[config.mk]
export PLATFORM = sky130hd
export DESIGN_NAME = acc_stream_16bit
export DESIGN_NICKNAME = d
export VERILOG_FILES = /design/src/rtl/acc_stream_16bit.sv
export SDC_FILE = /design/constraint.sdc
export NUM_CORES = 1
export LEC_CHECK = 0
export CORE_UTILIZATION = 50
export CTS_BUF_LIST = sky130_fd_sc_hd__clkbuf_2
export CTS_CLUSTER_SIZE = 28
export DETAILED_ROUTE_END_ITERATION = 7
export GPL_TIMING_DRIVEN = 0
export PLACE_DENSITY_LB_ADDON = 0.2
export SETUP_SLACK_MARGIN = 0.05
export SYNTH_ARGS = -nofsm -noshare
export SYNTH_HDL_FRONTEND = slang
export SYNTH_SLANG_ARGS = --single-unit
[constraint.sdc]
create_clock -name clk -period 4.9 [get_ports clk]
set_clock_uncertainty 0.2 [all_clocks]
set_input_delay 0.735 -clock clk [delete_from_list [all_inputs] [get_ports clk]]
set_output_delay 0.735 -clock clk [all_outputs]
set_load 0.01 [all_outputs]
[src/rtl/acc_stream_16bit.sv]
// acc_stream_16bit: streaming 16-bit accumulator with valid/ready handshakes.
// Each accepted operand is added into a running sum. Beats and carry-out
// events are counted with saturating counters. The beat flagged in_last
// closes the packet, and its result is held until the consumer takes it.
// Optional macro ACC_SATURATE_EN: a carry-out pins the sum at all-ones
// instead of letting it wrap.
module acc_stream_16bit #(
    parameter int WIDTH = 16,
    parameter int CNT_W = 8
) (
    input  logic             clk,
    input  logic             rst,
    input  logic             in_valid,
    output logic             in_ready,
    input  logic [WIDTH-1:0] in_data,
    input  logic             in_last,
    output logic             out_valid,
    input  logic             out_ready,
    output logic [WIDTH-1:0] out_sum,
    output logic [CNT_W-1:0] out_carries,
    output logic [CNT_W-1:0] out_count
);

    typedef enum logic {
        ST_ACC  = 1'b0,
        ST_HOLD = 1'b1
    } state_t;

    localparam logic [CNT_W-1:0] CNT_ONE = {{(CNT_W-1){1'b0}}, 1'b1};
    localparam logic [CNT_W-1:0] CNT_MAX = {CNT_W{1'b1}};

    state_t           state_reg, state_next;
    logic [WIDTH-1:0] acc_reg, acc_next;
    logic [CNT_W-1:0] carries_reg, carries_next;
    logic [CNT_W-1:0] count_reg, count_next;
    logic [WIDTH-1:0] out_sum_reg;
    logic [CNT_W-1:0] out_carries_reg;
    logic [CNT_W-1:0] out_count_reg;

    logic [WIDTH:0]   sum_full;
    logic [WIDTH-1:0] acc_added;
    logic [CNT_W-1:0] carries_added;
    logic [CNT_W-1:0] count_added;
    logic             load_out;

    // Datapath: the sum and counters a beat would produce if accepted now.
    always_comb begin
        sum_full = {1'b0, acc_reg} + {1'b0, in_data};
`ifdef ACC_SATURATE_EN
        // Once a carry occurs the sum is pinned at all-ones; any later
        // nonzero add carries again, so it stays pinned for the packet.
        acc_added = sum_full[WIDTH] ? {WIDTH{1'b1}} : sum_full[WIDTH-1:0];
`else
        acc_added = sum_full[WIDTH-1:0];
`endif
        carries_added = carries_reg;
        if (sum_full[WIDTH] && (carries_reg != CNT_MAX)) begin
            carries_added = carries_reg + CNT_ONE;
        end
        count_added = count_reg;
        if (count_reg != CNT_MAX) begin
            count_added = count_reg + CNT_ONE;
        end
    end

    // Next-state logic: accumulate in ACC, wait for the consumer in HOLD.
    always_comb begin
        state_next   = state_reg;
        acc_next     = acc_reg;
        carries_next = carries_reg;
        count_next   = count_reg;
        load_out     = 1'b0;
        case (state_reg)
            ST_ACC: begin
                if (in_valid) begin
                    acc_next     = acc_added;
                    carries_next = carries_added;
                    count_next   = count_added;
                    if (in_last) begin
                        load_out   = 1'b1;
                        state_next = ST_HOLD;
                    end
                end
            end
            ST_HOLD: begin
                if (out_ready) begin
                    acc_next     = '0;
                    carries_next = '0;
                    count_next   = '0;
                    state_next   = ST_ACC;
                end
            end
            default: begin
                state_next = ST_ACC;
            end
        endcase
    end

    // State and running accumulator registers.
    always_ff @(posedge clk or posedge rst) begin
        if (rst) begin
            state_reg   <= ST_ACC;
            acc_reg     <= '0;
            carries_reg <= '0;
            count_reg   <= '0;
        end else begin
            state_reg   <= state_next;
            acc_reg     <= acc_next;
            carries_reg <= carries_next;
            count_reg   <= count_next;
        end
    end

    // Result registers capture the updated totals on the closing beat.
    always_ff @(posedge clk or posedge rst) begin
        if (rst) begin
            out_sum_reg     <= '0;
            out_carries_reg <= '0;
            out_count_reg   <= '0;
        end else if (load_out) begin
            out_sum_reg     <= acc_added;
            out_carries_reg <= carries_added;
            out_count_reg   <= count_added;
        end
    end

    // Handshake flags decode only the registered state.
    assign in_ready    = (state_reg == ST_ACC);
    assign out_valid   = (state_reg == ST_HOLD);
    assign out_sum     = out_sum_reg;
    assign out_carries = out_carries_reg;
    assign out_count   = out_count_reg;

endmodule

==> flow_summary.json <==
{
  "p_seq_share_pct": 36.2,
  "routedWlPerCell_um": 15.7,
  "synth.distinct_cells": 58,
  "internal_power_uw": 1380,
  "initial_core_util_pct": 52.6,
  "grt_pass1_vias": 3099,
  "holdCritPathClass": "reg -> reg",
  "cts-root-buf": "clkbuf_2",
  "ctsHoldBuffers": 0,
  "tritoncts": "yes",
  "critPathTopFamily": "compound AO/OA/AOI/OAI gates",
  "drc_errors": 0,
  "postCtsSetupBuffers": 0,
  "p_sw_share_pct": 39.6,
  "clock_sinks": 65,
  "clk_pin_slew_ps": 180,
  "ys.flop_type": "dfrtp_1",
  "ys.warnings.count": 0,
  "timing.fmax_mhz": 339,
  "cap_violations": 0,
  "core_um2": 6910,
  "final_net_count": 475,
  "worstPathArrival_ps": 3150,
  "multiInputGateArea_um2": 1900,
  "fp.dieH_um": 87.3,
  "antenna_found_initial": 0,
  "clock_latency_ps": 490,
  "diodes": 0,
  "setup_viol": 0,
  "crit_path_cell_trace": "clkdlybuf4s50_1 -> ha_1 -> inv_1 -> fa_1 -> nor2b_1 -> o31ai_2 -> a21oi_2 -> a21oi_4 -> or3_1 -> a31oi_1",
  "grt_pass1_wl_um": 14300,
  "dpl.hpwl_um": 6130,
  "ant_nets": 0,
  "synthToLayoutAreaGrowth_pct": 21.6,
  "worstPathRequired_ps": 5100,
  "slew_violations": 0,
  "relSlewSlack_pct": 57.9,
  "drive_above_1_share_pct": 10.7,
  "syn_nets": 409,
  "finalHoldViolations": 0,
  "finalCriticalPeriod_ps": 2950,
  "pin_count": 55,
  "hold_start": "out_count[3]",
  "outcome": "finished clean",
  "synth_area_leader_cell": "dfrtp_1",
  "rows": 30,
  "p_leak_uw": 0.00193,
  "power.switching_uw": 902,
  "die_w_um": 87.3,
  "reg2reg_depth": 9,
  "numCtsBuffers": 9,
  "rsz0062_at_grt": "false",
  "io_buffers": 54,
  "hold_depth": 2,
  "ir_drop_mv": 0.267,
  "grtUsageTotal_pct": 24.4,
  "p_clk_share_pct": 13.8,
  "netlist_area_um2": 3640,
  "ys_seq_area_share_pct": 44.7,
  "pwr-share-comb_pct": 50.0,
  "holdPathEnd": "out_count[3]",
  "routed_wl_um": 8400,
  "synth_area_leaders": "dfrtp_1 45%, ha_1 6.2%, nand2_1 4.9%, o21ai_0 3.7%, a21oi_1 2.6%",
  "dr.pass1.iters": 4,
  "fin_crit_sh_pct": 60.3,
  "synth_common_cells": "65 x dfrtp_1, 47 x nand2_1, 27 x o21ai_0",
  "ys_ff_latch": 65,
  "max_stage_delay_ps": 470,
  "setup_tns_ps": 0,
  "path_class": "in -> reg",
  "dieArea_um2": 7620,
  "fin_ws_ps": 1950,
  "powerDensity_nw_per_um2": 515,
  "cp_max_fo": 8,
  "h-tree-depth": 3,
  "fillCellCount": 603,
  "cts_max_path_buffers": 2,
  "synth_edf_count": 0,
  "grt.overflow.total": 0,
  "synth-async-reset-ratio_pct": 100,
  "syn_avg_cell_area_um2": 9.85,
  "r2r-start": "acc_reg[0]",
  "synth_most_common_cell": "dfrtp_1",
  "start_kind": "primary input",
  "cp-end-kind": "flip-flop",
  "crit_slowest_cell": "clkdlybuf4s50_1",
  "drtIter0Drc": 165,
  "r2r-end": "out_carries[0]",
  "vias": 3085,
  "ctsResizeCount": 0,
  "vias_per_cell": 5.76,
  "gp_congestion": 0.896,
  "crit_buf_inv": 2,
  "r2r_slack_ps": 2260,
  "tightest_slew_ps": 631,
  "grt_max_degree": 44,
  "yosysTopAreaCellShare_pct": 44.7,
  "pre_cts_slack_ps": 1450,
  "syn-instance-count": 369,
  "regArea_um2": 1630
}
## cells in the final DEF (no fill, tap or decap), types with 6 or more instances in the layout
cell type        netlist  layout
nor2_1                21      21
a22o_1                 7       7
nand2_1               47      47
inv_1                  7       6
or3_1                  8       8
clkbuf_1              12      12
and2_1                 9       9
a31oi_1                6       6
nand3_1                6       6
mux2_2                 6       6
clkbuf_2               0       9
a21oi_1               19      19
o21ai_0               27      27
o21ai_1                7       7
ha_1                  18      18
dfrtp_1               65      65
xor2_1                 6       6
mux2i_1                6       6
a21o_1                 8       8
clkdlybuf4s50_1        0      54
## worst max path at each step
stage,startpoint,depth (start not counted),to
CTS,in_data[0],10,out_carries[0]
finish,in_data[0],10,out_carries[0]
detailed placement,in_data[0],11,carries_reg[4]
floorplan,in_data[0],10,carries_reg[4]
global placement,rst,2,acc_reg[4]
global route,in_data[0],10,carries_reg[5]
## layout make-up
| cell class | instances | share of cell area (%) |
|---|---|---|
| buffer | 17 | 1.78 |
| clock buffer | 9 | 1.02 |
| clock inverter | 7 | 1.39 |
| inverter | 7 | 0.594 |
| multi-input combinational | 280 | 43.1 |
| sequential | 65 | 36.8 |
| tap | 96 | 2.72 |
| timing repair buffer | 55 | 12.7 |
## tightest hold or removal path, stage by stage (launching register included)
cell and delay (ps):
dfrtp_1 380, nand2_1 40, o21ai_0 60
## through the flow
step	cells	cell area, µm²	total power, µW	util, %	hold WS [ps]
final	536	4420	2280	64.0	300
after global routing	536	4420	2440	64.0	324
after CTS	536	4420	2280	64.0	307
after detailed placement	520	4320	1970	62.5	269
after global placement	519	4300	1920	62.2	261
after floorplan	369	3640	1580	-	253
## per-layer routing
metal  vias up  part of all wire [%]  global-route usage, %
met3         9                   5.2                   3.60
met2        87                    47                   39.5
li1       1495                     -                      -
met4         0                   1.3                   9.99
met5         -                     0                      0
met1      1494                    47                   32.8
## logic make-up (layout without fill, tap and decap cells)
kind of cell	after synthesis	count (layout)	synth area share, %
XOR/XNOR	10	10	2.41
multiplexers	12	12	3.51
AND/OR/NAND/NOR	118	118	16.4
flip-flops	65	65	44.7
AO/OA/AOI/OAI	121	121	23.3
adder cells (fa/ha/maj)	19	19	6.74
buffers and inverters	24	95	2.89
## power groups by stage
stage	clock [µW]	sequential (µW)	combinational, µW
after floorplan	0	857	719
final	314	825	1140
after global routing	340	847	1260
after CTS	322	823	1140
after detailed placement	0	836	1130
after global placement	0	827	1100
Note: power is estimated with default switching activity, not from simulation.
